<file path="config.mk">
export PLATFORM = sky130hd
export DESIGN_NAME = dca_matrix_load_sequencer
export DESIGN_NICKNAME = d
export VERILOG_FILES = /design/src/rtl/dca_matrix_load_sequencer.sv
export SDC_FILE = /design/constraint.sdc
export NUM_CORES = 1
export LEC_CHECK = 0
export BUFFER_PORTS_ARGS = -buffer_cell sky130_fd_sc_hd__clkbuf_2
export CORE_UTILIZATION = 45
export DETAILED_ROUTE_END_ITERATION = 16
export GPL_ROUTABILITY_DRIVEN = 0
export HOLD_SLACK_MARGIN = 0.02
export PLACE_DENSITY = 0.67
export SYNTH_ARGS = -nofsm -noshare
export SYNTH_HDL_FRONTEND = slang
export SYNTH_SLANG_ARGS = --single-unit
</file>
<file path="constraint.sdc">
create_clock -name clk -period 6.5 [get_ports clk]
set_input_delay 1.3 -clock clk [delete_from_list [all_inputs] [get_ports clk]]
set_output_delay 1.3 -clock clk [all_outputs]
set_load 0.01 [all_outputs]
</file>
<file path="src/rtl/dca_matrix_load_sequencer.sv">
// dca_matrix_load_sequencer
// Splits one matrix-load instruction into one AXI read burst per row.
// For each issued burst the formatter info (txn_*) is reported, registered,
// in the cycle after the AR handshake. Outstanding bursts are counted on AR
// handshakes and retired on R beats carrying rlast.
module dca_matrix_load_sequencer #(
    parameter int BW_ADDR         = 32,
    parameter int BW_AXI_DATA     = 128,
    parameter int BW_ELEMENT      = 32,
    parameter int MATRIX_NUM_COL  = 4,
    parameter int BW_NUM_ROW      = 8,
    parameter int BW_STRIDE       = 16,
    parameter int MAX_OUTSTANDING = 4
) (
    input  logic                              clk,
    input  logic                              rst,
    input  logic                              inst_valid,
    output logic                              inst_ready,
    input  logic [BW_ADDR-1:0]                inst_addr,
    input  logic [BW_STRIDE-1:0]              inst_stride_ls3,
    input  logic [BW_NUM_ROW-1:0]             inst_num_row_m1,
    input  logic [$clog2(MATRIX_NUM_COL)-1:0] inst_num_col_m1,
    output logic                              axi_arvalid,
    input  logic                              axi_arready,
    output logic [BW_ADDR-1:0]                axi_araddr,
    output logic [7:0]                        axi_arlen,
    input  logic                              axi_rvalid,
    input  logic                              axi_rready,
    input  logic                              axi_rlast,
    output logic                              txn_valid,
    output logic [$clog2(BW_AXI_DATA)-1:0]    txn_bitaddr,
    output logic [7:0]                        txn_alen,
    output logic                              txn_is_first_row,
    output logic                              txn_is_last_row,
    output logic [MATRIX_NUM_COL-1:0]         txn_col_mask,
    output logic                              busy,
    output logic                              done
);

    localparam int BPB    = BW_AXI_DATA / 8;
    localparam int BW_OFF = $clog2(BPB);
    localparam int BW_BIT = $clog2(BW_AXI_DATA);
    localparam int BW_COL = $clog2(MATRIX_NUM_COL);
    localparam int BW_OUT = $clog2(MAX_OUTSTANDING) + 1;

    localparam logic [BW_OUT-1:0]     OUT_ZERO = {BW_OUT{1'b0}};
    localparam logic [BW_OUT-1:0]     OUT_ONE  = BW_OUT'(1);
    localparam logic [BW_OUT-1:0]     OUT_MAX  = BW_OUT'(MAX_OUTSTANDING);
    localparam logic [BW_NUM_ROW-1:0] ROW_ZERO = {BW_NUM_ROW{1'b0}};
    localparam logic [BW_NUM_ROW-1:0] ROW_ONE  = BW_NUM_ROW'(1);
    localparam logic [BW_ADDR-1:0]    OFF_MASK = BW_ADDR'(BPB - 1);

    typedef enum logic [1:0] {
        ST_IDLE  = 2'd0,
        ST_ISSUE = 2'd1,
        ST_DRAIN = 2'd2,
        ST_DONE  = 2'd3
    } state_t;

    // Start of the row's first beat.
    function automatic logic [BW_ADDR-1:0] beat_align(input logic [BW_ADDR-1:0] addr);
        beat_align = addr & ~OFF_MASK;
    endfunction

    // Beats minus one needed to cover the row starting at byte offset off.
    function automatic logic [7:0] burst_len(input logic [BW_OFF-1:0] off,
                                             input logic [BW_COL-1:0] ncol_m1);
        logic [31:0] row_bytes;
        logic [31:0] span;
        row_bytes = (32'(ncol_m1) + 32'd1) * 32'(BW_ELEMENT / 8);
        span      = 32'(off) + row_bytes - 32'd1;
        burst_len = 8'(span >> BW_OFF);
    endfunction

    // Bit position of the row inside the first beat.
    function automatic logic [BW_BIT-1:0] bit_offset(input logic [BW_OFF-1:0] off);
        bit_offset = {off, 3'b000};
    endfunction

    // Columns 0..ncol_m1 are valid.
    function automatic logic [MATRIX_NUM_COL-1:0] col_mask(input logic [BW_COL-1:0] ncol_m1);
        col_mask = {MATRIX_NUM_COL{1'b0}};
        for (int i = 0; i < MATRIX_NUM_COL; i++) begin
            col_mask[i] = (32'(i) <= 32'(ncol_m1));
        end
    endfunction

    state_t                  state_r, state_next_s;
    logic [BW_ADDR-1:0]      addr_r, addr_next_s, stride_bytes_s;
    logic [BW_STRIDE-1:0]    stride_r;
    logic [BW_NUM_ROW-1:0]   num_row_m1_r, num_row_next_s;
    logic [BW_COL-1:0]       num_col_m1_r, num_col_next_s;
    logic [BW_NUM_ROW-1:0]   row_cnt_r, row_cnt_next_s;
    logic [BW_OUT-1:0]       out_cnt_r, out_next_s;
    logic                    accept_s, ar_hs_s, retire_s, hold_ar_s, load_ar_s;

    logic                    arvalid_r;
    logic [BW_ADDR-1:0]      araddr_r;
    logic [7:0]              arlen_r;
    logic [BW_BIT-1:0]       ar_bitaddr_r;
    logic                    ar_first_r, ar_last_r;
    logic                    txn_valid_r;
    logic [BW_BIT-1:0]       txn_bitaddr_r;
    logic [7:0]              txn_alen_r;
    logic                    txn_first_r, txn_last_r;
    logic [MATRIX_NUM_COL-1:0] col_mask_r;
    logic                    inst_ready_r, busy_r, done_r;

    // Handshake decode; retires with nothing outstanding are dropped.
    always_comb begin
        accept_s       = inst_valid & inst_ready_r;
        ar_hs_s        = arvalid_r & axi_arready;
        retire_s       = axi_rvalid & axi_rready & axi_rlast & (out_cnt_r != OUT_ZERO);
        hold_ar_s      = arvalid_r & ~axi_arready;
        stride_bytes_s = BW_ADDR'({stride_r, 3'b000});
    end

    // Next values of the instruction-scoped counters and row pointer.
    always_comb begin
        out_next_s     = out_cnt_r;
        addr_next_s    = addr_r;
        row_cnt_next_s = row_cnt_r;
        num_row_next_s = num_row_m1_r;
        num_col_next_s = num_col_m1_r;
        if (accept_s) begin
            out_next_s     = OUT_ZERO;
            addr_next_s    = inst_addr;
            row_cnt_next_s = ROW_ZERO;
            num_row_next_s = inst_num_row_m1;
            num_col_next_s = inst_num_col_m1;
        end else begin
            if (ar_hs_s && !retire_s) begin
                out_next_s = out_cnt_r + OUT_ONE;
            end else if (!ar_hs_s && retire_s) begin
                out_next_s = out_cnt_r - OUT_ONE;
            end else begin
                out_next_s = out_cnt_r;
            end
            if (ar_hs_s) begin
                addr_next_s    = addr_r + stride_bytes_s;
                row_cnt_next_s = row_cnt_r + ROW_ONE;
            end else begin
                addr_next_s    = addr_r;
                row_cnt_next_s = row_cnt_r;
            end
        end
    end

    // FSM next-state logic.
    always_comb begin
        state_next_s = state_r;
        case (state_r)
            ST_IDLE: begin
                if (accept_s) state_next_s = ST_ISSUE;
                else          state_next_s = ST_IDLE;
            end
            ST_ISSUE: begin
                if (ar_hs_s && (row_cnt_r == num_row_m1_r)) state_next_s = ST_DRAIN;
                else                                        state_next_s = ST_ISSUE;
            end
            ST_DRAIN: begin
                if (out_next_s == OUT_ZERO) state_next_s = ST_DONE;
                else                        state_next_s = ST_DRAIN;
            end
            ST_DONE:  state_next_s = ST_IDLE;
            default:  state_next_s = ST_IDLE;
        endcase
    end

    // Present a new row whenever the slot is free and the outstanding limit allows.
    always_comb begin
        load_ar_s = (state_next_s == ST_ISSUE) && !hold_ar_s && (out_next_s < OUT_MAX);
    end

    // State, counters, latched instruction and status flags.
    always_ff @(posedge clk or posedge rst) begin
        if (rst) begin
            state_r      <= ST_IDLE;
            out_cnt_r    <= OUT_ZERO;
            addr_r       <= {BW_ADDR{1'b0}};
            row_cnt_r    <= ROW_ZERO;
            num_row_m1_r <= ROW_ZERO;
            num_col_m1_r <= {BW_COL{1'b0}};
            stride_r     <= {BW_STRIDE{1'b0}};
            inst_ready_r <= 1'b1;
            busy_r       <= 1'b0;
            done_r       <= 1'b0;
        end else begin
            state_r      <= state_next_s;
            out_cnt_r    <= out_next_s;
            addr_r       <= addr_next_s;
            row_cnt_r    <= row_cnt_next_s;
            num_row_m1_r <= num_row_next_s;
            num_col_m1_r <= num_col_next_s;
            if (accept_s) begin
                stride_r <= inst_stride_ls3;
            end
            inst_ready_r <= (state_next_s == ST_IDLE);
            busy_r       <= (state_next_s != ST_IDLE);
            done_r       <= (state_next_s == ST_DONE);
        end
    end

    // AR channel registers; held stable while the slave stalls.
    always_ff @(posedge clk or posedge rst) begin
        if (rst) begin
            arvalid_r    <= 1'b0;
            araddr_r     <= {BW_ADDR{1'b0}};
            arlen_r      <= 8'd0;
            ar_bitaddr_r <= {BW_BIT{1'b0}};
            ar_first_r   <= 1'b0;
            ar_last_r    <= 1'b0;
        end else if (hold_ar_s) begin
            arvalid_r <= 1'b1;
        end else if (load_ar_s) begin
            arvalid_r    <= 1'b1;
            araddr_r     <= beat_align(addr_next_s);
            arlen_r      <= burst_len(addr_next_s[BW_OFF-1:0], num_col_next_s);
            ar_bitaddr_r <= bit_offset(addr_next_s[BW_OFF-1:0]);
            ar_first_r   <= (row_cnt_next_s == ROW_ZERO);
            ar_last_r    <= (row_cnt_next_s == num_row_next_s);
        end else begin
            arvalid_r <= 1'b0;
        end
    end

    // Per-transaction report captured from the burst that just handshook.
    always_ff @(posedge clk or posedge rst) begin
        if (rst) begin
            txn_valid_r   <= 1'b0;
            txn_bitaddr_r <= {BW_BIT{1'b0}};
            txn_alen_r    <= 8'd0;
            txn_first_r   <= 1'b0;
            txn_last_r    <= 1'b0;
            col_mask_r    <= {MATRIX_NUM_COL{1'b0}};
        end else begin
            txn_valid_r <= ar_hs_s;
            if (ar_hs_s) begin
                txn_bitaddr_r <= ar_bitaddr_r;
                txn_alen_r    <= arlen_r;
                txn_first_r   <= ar_first_r;
                txn_last_r    <= ar_last_r;
            end
            if (accept_s) begin
                col_mask_r <= col_mask(inst_num_col_m1);
            end
        end
    end

    assign inst_ready       = inst_ready_r;
    assign axi_arvalid      = arvalid_r;
    assign axi_araddr       = araddr_r;
    assign axi_arlen        = arlen_r;
    assign txn_valid        = txn_valid_r;
    assign txn_bitaddr      = txn_bitaddr_r;
    assign txn_alen         = txn_alen_r;
    assign txn_is_first_row = txn_first_r;
    assign txn_is_last_row  = txn_last_r;
    assign txn_col_mask     = col_mask_r;
    assign busy             = busy_r;
    assign done             = done_r;

endmodule

</file>
Word-level counts from Yosys, hierarchy flattened
Cells that the tools add are included.
- add/sub/neg operators: 7
- multiply operators: 0
- divide/modulo/power cells: 0
- $lt $le $gt $ge: 4
- equality and inequality tests: 7
- shift-type cells: 0
- multiplexer cells: 15
- bitwise operators: 8
- reductions and logical operators: 15
- operators with widths (kind ; count):
    32-bit 2-to-1 mux ; 2
    32-bit by 19-bit adder with 32-bit output ; 1
    8-bit 2-to-1 mux ; 3
    8-bit == test ; 2
    3-bit 2-to-1 mux ; 3
    8-bit by 1-bit adder with 8-bit output, second input constant ; 1
    8-bit zero test ; 1
    2-bit one-hot mux with 4 select lines ; 1
    6-bit by 1-bit subtractor with 7-bit output, second input constant ; 1
    4-bit by 5-bit adder with 6-bit output ; 1
    1-bit AND ; 6
    2-bit == test, second input constant ; 3
    1-bit logical AND ; 5
    2-bit by 1-bit == test with 1-bit output, second input constant ; 2
    2-bit <= comparator, first input constant ; 2
    2-bit zero test ; 2
    1-bit 2-to-1 mux ; 4
    2-bit 2-to-1 mux ; 2
    2-bit by 1-bit adder with 3-bit output, second input constant ; 1
    3-bit by 1-bit adder with 3-bit output, second input constant ; 1
    1-bit zero test ; 3
    3-bit zero test ; 1
    3-bit < comparator, second input constant ; 1
    3-bit nonzero test ; 1
    5 further kinds ; 6
- register bits after elaboration: 136
- bits in latches: 0
- bits in writable memories: 0
- ROM bits: 0
- input bits: 65
- word-level logic and storage cells: 78
- memories kept: 0

Longest topological paths before layout
Gate-level depths: netlist (run 1).
- word-level depth: 15
- gate-level depth with buffers: 17
- gate-level depth less buffers: 13

Worst setup path after synthesis (run 1)
OpenSTA, ideal clock, no wires.
- path type: input port to flip-flop
- start point: input port inst_valid
- end point: register arlen_r[0], in the netlist axi_arlen[0]
- setup time: 77 ps
- arrival: 3830 ps
- path slack: 2592 ps
- cell stages on the path: 16
- path through: and2_1 -> clkbuf_1 -> clkbuf_1 -> clkbuf_1 -> buf_1 -> nand2_1 -> nand2_1 -> ha_1 -> inv_1 -> ha_1 -> inv_1 -> ha_1 -> o21ai_1 -> nand2b_1 -> xor2_1 -> a21oi_1
- elaborated cells on any way between the ends: 16
- those cells by class: add/sub: 3; order compare: 1; eq/ne: 1; mux: 6; bitwise: 1; reduce/logical: 4
- RTL lines (item ; RTL line ; source):
    start, declared ; 17 ; input logic inst_valid,
    1-bit AND ; 111 ; accept_s = inst_valid & inst_ready_r;
    2-bit 2-to-1 mux ; 125 ; if (accept_s) begin
    via num_col_next_s[0] ; 92 ; logic [BW_COL-1:0] num_col_m1_r, num_col_next_s;
    2-bit by 1-bit adder with 3-bit output ; 70 ; row_bytes = (32'(ncol_m1) + 32'd1) * 32'(BW_ELEMENT / 8);
    4-bit by 5-bit adder with 6-bit output ; 71 ; span = 32'(off) + row_bytes - 32'd1;
    6-bit by 1-bit subtractor with 7-bit output ; 71 ;
    end signal, assigned ; 218 ; arlen_r <= burst_len(addr_next_s[BW_OFF-1:0], num_col_next_s);
    end, declared ; 99 ; logic [7:0] arlen_r;
The timed path passes the listed nets, and every way through them passes these cells.
A chain may end at the register's enable or synchronous reset.

Final worst setup path (run 1)
- start point: input port axi_arready
- end point: register araddr_r[20], in the netlist axi_araddr[20]
- longest elaborated chain between the ends: 13
- elaborated cells on any way between the ends: 23
- those cells by class: order compare: 1; eq/ne: 1; mux: 8; bitwise: 4; reduce/logical: 9
- ends and longest elaborated chain (item ; RTL line ; source):
    start, declared ; 24 ; input logic axi_arready,
    1-bit AND ; 112 ; ar_hs_s = arvalid_r & axi_arready;
    1-bit zero test ; 134 ; end else if (!ar_hs_s && retire_s) begin
    1-bit logical AND ; 134 ;
    3-bit 2-to-1 mux ; 134 ;
    3-bit 2-to-1 mux ; 132 ; if (ar_hs_s && !retire_s) begin
    3-bit 2-to-1 mux ; 125 ;
    3-bit zero test ; 162 ; if (out_next_s == OUT_ZERO) state_next_s = ST_DONE;
    1-bit 2-to-1 mux ; 162 ;
    2-bit one-hot mux with 4 select lines ; 152 ; case (state_r)
    2-bit by 1-bit == test with 1-bit output ; 172 ; load_ar_s = (state_next_s == ST_ISSUE) && !hold_ar_s && (out_next_s < OUT_MAX);
    1-bit logical AND (2 in a row) ; 172 ;
    2-bit AND reduction (no source line) ; n/a ;
    end signal, assigned ; 208 ; araddr_r <= {BW_ADDR{1'b0}};
    end signal, assigned ; 217 ; araddr_r <= beat_align(addr_next_s);
    end, declared ; 98 ; logic [BW_ADDR-1:0] araddr_r;
Parallel ways exist; a longest one is shown, timed or not.

==> impl_metrics.json, run 1 <==
{
  "grt_first_pass_wirelength_mm": 25.74,
  "globalRoute.totalOverflow": 0,
  "result_of_the_run": "complete, no violations",
  "start_util": 0.4680,
  "ys.flop_type": "sky130_fd_sc_hd__dfrtp_1",
  "cts_tree": "yes",
  "critPathLaunchType": "input pin",
  "rsz0062_at_grt": "no",
  "synth.avg_cell_area_um2": 9.593,
  "max_cap_violations": 0,
  "crit_path_max_fanout": 36,
  "timing.critical_path.to_type": "flip-flop",
  "ant_nets": 0,
  "timing.clock.skew_ps": 6.902,
  "stdcell_area_um2": 7815,
  "antenna_found_initial": 0,
  "clk_transition_reported_paths_ps": 60,
  "drtPass1Iterations": 5,
  "ctsHoldBuffers": 0,
  "route.detailed.vias_per_inst": 5.370,
  "grt_usage": 0.2236,
  "critical_path_arrival_ps": 4030,
  "globalRoute.busiestLayer": "met2",
  "slew_violations": 0,
  "detail_route.drc_violations": 0,
  "ir_worst_vdd_mv": 0.2434,
  "fin_nets": 886,
  "critical-path-top-cell-by-count": "sky130_fd_sc_hd__nand2_1",
  "final_common_cell": "sky130_fd_sc_hd__nand2_1",
  "dp_hpwl_mm": 10.77,
  "cts_root_buf": "sky130_fd_sc_hd__clkbuf_16",
  "fill_cells": 1247,
  "crit_slowest_cell": "sky130_fd_sc_hd__o31ai_4",
  "cts_sinks": 126,
  "static-leakage-power_nw": 3.843,
  "die_x_um": 122.8,
  "total_negative_slack_ps": 0,
  "design_power_total_mw": 4.396,
  "finalSetupViolCount": 0,
  "grt_start_max_net_pins": 83,
  "rows": 43,
  "timing.critical_path.cells": "clkbuf_2 > nand2_1 > inv_1 > nand2_1 > o21ai_1 > xor2_1 > o31ai_4 > buf_12 > mux2_2",
  "worst_slew_margin_rel": 0.2848,
  "netlist_area_um2": 6571,
  "cts-resized-gates": 0,
  "critPathMaxStageDelay_ps": 780,
  "core_um2": 14040,
  "share_of_the_clock_period_used_by_the_worst_path_after_layout": 0.5735,
  "routed_wl_mm": 15.70,
  "fin_hold_ws_ps": 465.3,
  "die_y_um": 122.8,
  "clockBufferDepth": 2,
  "die_area_um2": 15090,
  "top_family_by_delay_on_critical_path": "compound AO/OA/AOI/OAI gates",
  "ys_async_sr_fraction": 1.000,
  "timing.final.hold_violations": 0,
  "ctsHtreeMaxLevel": 4,
  "synthesis.instances": 685,
  "worstPathBufferInverterCount": 3,
  "fmax_mhz": 268.3,
  "path_class": "in2reg",
  "dr_total_vias": 5295,
  "worst_skew_pair.late_latency_ps": 420,
  "num_antenna_cells": 0,
  "cts_made_buffers": 17,
  "use_met3": 0.04600,
  "detail_route.wl_per_cell_um": 15.93,
  "place_area_um2": 7238,
  "synth-edff-count": 0,
  "area_growth_pct": 18.93,
  "ys_seq_elements": 126,
  "layout_min_cycle_time_ps": 3728,
  "power_density_nw_per_um2": 562.5,
  "ys_types": 65,
  "boundaryPins": 131,
  "most-common-layout-cells": "sky130_fd_sc_hd__nand2_1, sky130_fd_sc_hd__dfrtp_1, sky130_fd_sc_hd__clkbuf_2, sky130_fd_sc_hd__nor2_1, sky130_fd_sc_hd__a21oi_1",
  "postCtsSetupRepairBufs": 0,
  "yosysSeqAreaShare": 0.4800,
  "grt_pass1_vias": 5263,
  "grt_util_met1": 0.2854,
  "max_slew.worst_pin.slew_ps": 1073,
  "drt-initial-drc-count": 301,
  "gr-usage-met2": 0.3680,
  "drive_above_1_share": 0.2519,
  "worst_min_delay_path_class": "reg2reg",
  "io_buffer_count": 123,
  "worst-endpoint-required_ps": 6800,
  "yosys_warnings": 0
}
report_power, final:
group	switching, mW	internal [mW]
clock	0.347	0.581
combinational	1.19	0.890
sequential	0.247	1.14
synth_stat cells, drive strengths merged, types with 8 or more instances:
cell    count  area share
a22oi       8      0.0091
a31oi      13       0.013
buf        34       0.034
mux2       27       0.047
inv        24       0.014
xnor2      16       0.021
a21oi      32       0.025
dfrtp     125        0.48
nor3       12       0.012
nor2       45       0.026
nand3      19       0.014
ha         27       0.051
o311ai     13       0.017
xor2       20       0.028
clkbuf     11      0.0063
nand2     152       0.087
o21ai      24       0.018
path summary, 6_finish.rpt:
check                                     start               to  slack [ps]  depth (start not counted)
worst max register to register      axi_arvalid   axi_araddr[20]        3340                          8
min in group asynchronous                   rst             busy        1100                          2
worst max-delay path                axi_arready   axi_araddr[20]        2770                          9
worst min-delay path            txn_col_mask[0]  txn_col_mask[0]         470                          1
worst min register to register  txn_col_mask[0]  txn_col_mask[0]         470                          1
max in group asynchronous                   rst  num_row_m1_r[0]        4250                          3
layout make-up:
class / count / area, um^2 / share of cell area
timing repair buffer: 128 / 665.6 / 0.08517
clock buffer: 21 / 460.4 / 0.05892
inverter: 24 / 92.59 / 0.01185
tap: 180 / 225.2 / 0.02882
sequential: 126 / 3154 / 0.4036
multi-input combinational: 496 / 3100 / 0.3967
clock inverter: 11 / 116.4 / 0.01489
through the flow:
step | util | cells | setup WS [ps]
floorplan | - | 691 | 1846
global placement | 0.5155 | 954 | 2403
detailed placement | 0.5155 | 954 | 2314
CTS | 0.5565 | 986 | 2707
global route | 0.5565 | 986 | 2545
finish | 0.5565 | 986 | 2772
cell families (layout without fill, tap and decap cells):
family,after synthesis,in the layout,share of synthesized area
AO/OA/AOI/OAI,117,117,0.1200
XOR/XNOR,36,36,0.04912
adder cells (fa/ha/maj),28,28,0.05445
buffers and inverters,69,184,0.05350
flip-flops,126,126,0.4800
multiplexers,30,30,0.05198
other,1,7,0.0005707
AND/OR/NAND/NOR,278,278,0.1904
state kept, by name, indices dropped and copies added (netlist names), 2 cells and up:
name,cells
state_r,2
txn_alen,3
num_col_m1_r,2
txn_bitaddr,4
axi_arlen,3
out_cnt_r,3
txn_col_mask,4
ar_bitaddr_r,4
stride_r,16
num_row_m1_r,8
axi_araddr,28
row_cnt_r,8
addr_r,32
per-layer routing:
| layer | wire (um) | vias up |
|---|---|---|
| met5 | 0 | - |
| met4 | 297 | 0 |
| met3 | 757 | 30 |
| met2 | 7531 | 169 |
| met1 | 7116 | 2540 |
| li1 | - | 2556 |
Note: power is estimated with default switching activity, not from simulation.
==> run 2, diff against run 1 <==
- PLACE_DENSITY: 0.67 -> 0.7
- clock period: 6.5 -> 3.4 ns (I/O delays scaled with it)
==> run 2 against run 1 <==
Against the previous run: clock skew is essentially flat; largest cell class unchanged; sequential cell count did not move; critical endpoint is now axi_araddr[26]; routed wire length is 1.7% lower; sequential power is 90% higher; worst setup slack worse by 2300 ps; final area up 1.3%; non-clock buffer count grew 6; count of clock-buffer cells in the layout shrank 1; cell count rose by 0.51%; clock power is 110% higher; critical path depth unchanged; power is 94% higher.
==> impl_metrics.json, run 2 (same netlist as run 1, synthesis figures left out) <==
{
  "timing.critical_path.cells": "ha_1 > nand2_1 > nor2_1 > o31ai_1 > nand3b_1 > a31oi_2 > or2_1 > o311ai_1 > mux2_2",
  "antenna_found_initial": 0,
  "worstPathBufferInverterCount": 0,
  "total_negative_slack_ps": 0,
  "worst_slew_margin_rel": 0.3973,
  "crit_path_max_fanout": 7,
  "cts_made_buffers": 17,
  "fmax_mhz": 346.6,
  "die_area_um2": 15090,
  "core_um2": 14040,
  "grt_first_pass_wirelength_mm": 25.40,
  "ir_worst_vdd_mv": 0.4819,
  "critical_path_arrival_ps": 3190,
  "slew_violations": 0,
  "regMostFlops": "addr_r",
  "drive_above_1_share": 0.2577,
  "crit_slowest_cell": "sky130_fd_sc_hd__a31oi_2",
  "drtPass1Iterations": 7,
  "rows": 43,
  "static-leakage-power_nw": 3.888,
  "path_class": "reg2reg",
  "route.detailed.vias_per_inst": 5.394,
  "die_x_um": 122.8,
  "share_of_the_clock_period_used_by_the_worst_path_after_layout": 0.8486,
  "cts_tree": "yes",
  "dr_total_vias": 5345,
  "detail_route.wl_per_cell_um": 15.58,
  "start_util": 0.4680,
  "use_met3": 0.04693,
  "layout_min_cycle_time_ps": 2885,
  "gr-usage-met2": 0.3567,
  "timing.final.hold_violations": 0,
  "critPathMaxStageDelay_ps": 430,
  "final_common_cell": "sky130_fd_sc_hd__nand2_1",
  "cts_root_buf": "sky130_fd_sc_hd__clkbuf_16",
  "fin_hold_ws_ps": 433.9,
  "dp_worst_setup_slack_ps": 451.4,
  "drt-initial-drc-count": 271,
  "most-common-layout-cells": "sky130_fd_sc_hd__nand2_1, sky130_fd_sc_hd__dfrtp_1, sky130_fd_sc_hd__clkbuf_2, sky130_fd_sc_hd__nor2_1, sky130_fd_sc_hd__a21oi_1",
  "grt_pass1_vias": 5248,
  "postCtsSetupRepairBufs": 0,
  "clockBufferDepth": 2,
  "worst_skew_pair.late_latency_ps": 420,
  "finalSetupViolCount": 0,
  "dp_hpwl_mm": 11.14,
  "ant_nets": 0,
  "fin_nets": 892,
  "timing.clock.skew_ps": 6.509,
  "grt_util_met1": 0.2848,
  "grt_start_max_net_pins": 51,
  "timing.critical_path.to_type": "flip-flop",
  "globalRoute.busiestLayer": "met2",
  "multiInputGateArea_um2": 3100,
  "num_antenna_cells": 0,
  "final-seq-area_um2": 3154,
  "design_power_total_mw": 8.533,
  "worst-endpoint-required_ps": 3700,
  "cts-resized-gates": 0,
  "die_y_um": 122.8,
  "ctsHtreeMaxLevel": 4,
  "max_slew.worst_pin.slew_ps": 902.1,
  "power_density_nw_per_um2": 1078,
  "area_growth_pct": 20.51,
  "boundaryPins": 131,
  "globalRoute.totalOverflow": 0,
  "postLayoutSetupSlackWorst_ps": 514.8,
  "result_of_the_run": "complete, no violations",
  "routed_wl_mm": 15.44,
  "critPathLaunchType": "flip-flop",
  "rsz0062_at_grt": "no",
  "worst_min_delay_path_class": "in2async",
  "detail_route.drc_violations": 0,
  "top_family_by_delay_on_critical_path": "compound AO/OA/AOI/OAI gates",
  "fill_cells": 1254,
  "grt_usage": 0.2215,
  "max_cap_violations": 0,
  "clk_transition_reported_paths_ps": 60,
  "io_buffer_count": 123,
  "largest_register_ff_count": 32,
  "cts_sinks": 126,
  "ctsHoldBuffers": 0
}
## run 2: cell types whose count changed in the layout (fill, tap and decap cells not counted), moves of 2 or more
cell	previous run	this run
sky130_fd_sc_hd__bufinv_16	2	4
sky130_fd_sc_hd__clkinvlp_4	3	5
sky130_fd_sc_hd__buf_4	4	9
sky130_fd_sc_hd__clkinv_2	5	3
## run 2: power breakdown
group / leakage, nW / switching, mW / total [mW] / internal, mW
clock: 0.294 / 0.658 / 1.91 / 1.26
sequential: 1.54 / 0.454 / 2.64 / 2.19
combinational: 2.05 / 2.27 / 3.98 / 1.71
total: 3.89 / 3.38 / 8.53 / 5.15
## run 2: area by class of cell
class / count / share of cell area
Sequential cell: 126 / 0.3983
Multi-Input combinational cell: 496 / 0.3915
Timing Repair Buffer: 134 / 0.09133
Clock buffer: 20 / 0.05767
Tap cell: 180 / 0.02844
Clock inverter: 11 / 0.02086
Inverter: 24 / 0.01185
## run 2: layer usage
layer / share of wire / up-vias
met4: 0.023 / 0
li1: - / 2565
met3: 0.050 / 26
met2: 0.48 / 166
met5: 0 / -
met1: 0.45 / 2588
## run 2: metrics by stage
step | instances | utilization | area [um^2]
6_report | 991 | 0.5639 | 7919
2_1_floorplan | 691 | - | 6598
3_5_place_dp | 960 | 0.5196 | 7297
4_1_cts | 991 | 0.5639 | 7919
5_1_grt | 991 | 0.5639 | 7919
3_3_place_gp | 960 | 0.5196 | 7297
## run 2: worst register-to-register path, stage by stage, from the launching register on
cell	delay, ps
sky130_fd_sc_hd__dfrtp_1	410
sky130_fd_sc_hd__ha_1	340
sky130_fd_sc_hd__nand2_1	190
sky130_fd_sc_hd__nor2_1	80
sky130_fd_sc_hd__o31ai_1	410
sky130_fd_sc_hd__nand3b_1	240
sky130_fd_sc_hd__a31oi_2	430
sky130_fd_sc_hd__or2_1	220
sky130_fd_sc_hd__o311ai_1	140
sky130_fd_sc_hd__mux2_2	300
## run 2: final timing paths
kind / start / to / slack [ps] / cells past startpoint
max in group asynchronous: rst / inst_ready / 2220 / 3
worst max-delay path: stride_r[8] / axi_araddr[26] / 510 / 9
worst min register to register: ar_bitaddr_r[6] / txn_bitaddr[6] / 460 / 2
worst min-delay path: rst / num_row_m1_r[2] / 430 / 2
min in group clk: inst_stride_ls3[8] / stride_r[8] / 450 / 3
worst max register to register: stride_r[8] / axi_araddr[26] / 510 / 9
==> run 3, diff against run 2 <==
- ABC_AREA: default -> 1
- PLACE_DENSITY: 0.7 -> 0.67
- clock period: 3.4 -> 2.8 ns (I/O delays scaled with it)
==> run 3 against run 2 <==
Against the previous run: sequential share of layout area decreased by 3.1 points; first-iteration DRC count rose by 69%; critical path depth up 3; via count grew 21%; area after synthesis is 9.2% higher; final area is 8.5% higher; maximum frequency is 19% higher; sequential power grew 22%; synthesized cell count rose by 46%; largest cell class is now multi-input combinational cells.
==> impl_metrics.json, run 3 <==
{
  "result_of_the_run": "complete, no violations",
  "yosys_warnings": 0,
  "cts_sinks": 126,
  "dp_hpwl_mm": 12.72,
  "rows": 45,
  "boundaryPins": 131,
  "critical_path_arrival_ps": 2780,
  "layout_min_cycle_time_ps": 2430,
  "design_power_total_mw": 11.25,
  "worst_slew_margin_rel": 0.6424,
  "netlist_area_um2": 7178,
  "synth_commonest_cells": "sky130_fd_sc_hd__nand2_1, sky130_fd_sc_hd__dfrtp_1, sky130_fd_sc_hd__inv_1",
  "detail_route.wl_per_cell_um": 13.08,
  "worst_skew_pair.late_latency_ps": 420,
  "path_class": "reg2reg",
  "power.internal_mw": 6.254,
  "final_common_cell": "sky130_fd_sc_hd__nand2_1",
  "static-leakage-power_nw": 4.834,
  "drt-initial-drc-count": 459,
  "synth.avg_cell_area_um2": 7.185,
  "timing.final.hold_violations": 0,
  "grt_start_max_net_pins": 69,
  "drive_above_1_share": 0.1705,
  "timing.critical_path.to_type": "flip-flop",
  "max_slew.worst_pin.slew_ps": 535.3,
  "grt_first_pass_wirelength_mm": 28.35,
  "num_antenna_cells": 0,
  "clkPwrFrac": 0.215,
  "synth.top_cell.area_share": 0.4358,
  "grt_usage": 0.2224,
  "share_of_the_clock_period_used_by_the_worst_path_after_layout": 0.8679,
  "crit_path_max_fanout": 12,
  "ys_async_sr_fraction": 1.000,
  "net_switching_share_of_the_total_power": 0.4442,
  "total_negative_slack_ps": 0,
  "post_synth_main_area_contributors": "sky130_fd_sc_hd__dfrtp_1, sky130_fd_sc_hd__nand2_1, sky130_fd_sc_hd__inv_1",
  "top_family_by_delay_on_critical_path": "simple AND/OR/NAND/NOR gates",
  "finalSetupViolCount": 0,
  "utilization_after_layout": 0.5592,
  "synthesis.instances": 999,
  "slew_violations": 0,
  "fin_nets": 1206,
  "detail_route.drc_violations": 0,
  "ant_nets": 0,
  "synth-edff-count": 0,
  "p_seq_frac": 0.286,
  "crit_slowest_cell": "sky130_fd_sc_hd__dfstp_2",
  "worst-endpoint-required_ps": 3150,
  "postCtsSetupRepairBufs": 0,
  "fmax_mhz": 411.5,
  "dp_cells": 1305,
  "area_growth_pct": 19.75,
  "regToRegStartpoint": "inst_ready",
  "rsz0062_at_grt": "no",
  "dp_worst_setup_slack_ps": 139.8,
  "routed_wl_mm": 17.49,
  "route.detailed.vias_per_inst": 4.847,
  "power_density_nw_per_um2": 1309,
  "share_comb_of_total_power": 0.500,
  "cts-resized-gates": 0,
  "regMostFlops": "addr_r",
  "ys_types": 37,
  "yosysSeqAreaShare": 0.4394,
  "ir_worst_vdd_mv": 0.7144,
  "ys_seq_elements": 126,
  "switchingPower_mw": 4.998,
  "antenna_found_initial": 0,
  "start_util": 0.4670,
  "dr_total_vias": 6480,
  "drtPass1Iterations": 5,
  "clockBufferDepth": 2,
  "ctsHoldBuffers": 0,
  "most-common-layout-cells": "sky130_fd_sc_hd__nand2_1, sky130_fd_sc_hd__dfrtp_1, sky130_fd_sc_hd__clkbuf_2, sky130_fd_sc_hd__inv_1, sky130_fd_sc_hd__nand3_1",
  "worst_min_delay_path_class": "in2async",
  "grt_pass1_vias": 5881,
  "rr_endpoint": "axi_arlen[1]",
  "cts_made_buffers": 17,
  "max_cap_violations": 0,
  "ff2ff_setup_slack_ps": 370,
  "worstPathBufferInverterCount": 2,
  "timing.clock.skew_ps": 7.797,
  "synthMostInstantiatedCell": "sky130_fd_sc_hd__nand2_1",
  "ctsHtreeMaxLevel": 4,
  "ys.flop_type": "sky130_fd_sc_hd__dfrtp_1",
  "timing.critical_path.cells": "nand2_2 > inv_2 > or2_2 > o21ai_0 > ha_1 > inv_1 > ha_1 > nand2_1 > a21oi_1 > o21ai_0 > or3_1 > o21ai_1",
  "die_x_um": 128.3,
  "largest_register_ff_count": 32,
  "core_um2": 15370,
  "cts_tree": "yes",
  "postLayoutSetupSlackWorst_ps": 369.9,
  "finalNonFillerCells": 1337,
  "r2r_cells": 12,
  "die_area_um2": 16460,
  "cts_root_buf": "sky130_fd_sc_hd__clkbuf_16",
  "critPathMaxStageDelay_ps": 530,
  "clk_transition_reported_paths_ps": 60,
  "die_y_um": 128.3,
  "critPathLaunchType": "flip-flop",
  "io_buffer_count": 123,
  "synth_area_leader_cell": "sky130_fd_sc_hd__dfrtp_1",
  "globalRoute.totalOverflow": 0
}
## run 3: cell families after synthesis
logic type	after synthesis	synth area share
buffers and inverters	170	0.1027
DFF	126	0.4394
adders and majority gates	28	0.04985
other	1	0.0005224
AOI/OAI and AO/OA	70	0.05229
and+or+nand+nor	594	0.3430
xor gates and xnor gates	10	0.01220
## run 3: power groups by stage
stage                     combinational [mW]  clock, mW  sequential, mW
after floorplan                         4.10          0            3.23
after global placement                  5.53          0            3.23
after detailed placement                5.64          0            3.22
after CTS                               5.67       2.44            3.21
after global routing                    6.44       2.51            3.31
final                                   5.62       2.42            3.22
## run 3: worst max-delay path by stage
stage / start / end / cells after the start
after floorplan: inst_valid / axi_arlen[1] / 15
after global placement: inst_valid / axi_arlen[0] / 14
after detailed placement: inst_valid / axi_arlen[0] / 14
after CTS: inst_ready / axi_arlen[1] / 12
after global routing: inst_ready / axi_arlen[0] / 13
final: inst_ready / axi_arlen[1] / 12
## run 3: metrics by stage
stage | hold WS, ps | area (um^2)
floorplan | 442.2 | 7214
global placement | 453.4 | 7948
detailed placement | 454.4 | 7948
CTS | 179.6 | 8596
global route | 215.3 | 8596
finish | 171.2 | 8596
## run 3: area by class of cell
cell class / instances / area [um^2]
Fill cell: 1476 / 6775
Multi-Input combinational cell: 709 / 3312
Sequential cell: 126 / 3154
Timing Repair Buffer: 135 / 743.2
Inverter: 124 / 474.2
Clock buffer: 20 / 466.7
Tap cell: 211 / 264.0
Clock inverter: 12 / 181.4
## run 3: layer usage
layer,track usage,vias to the layer above,part of all wire
li1,-,3330,-
met1,0.3020,2940,0.48
met2,0.3536,186,0.45
met3,0.04758,24,0.054
met4,0.07474,0,0.015
met5,0,-,0
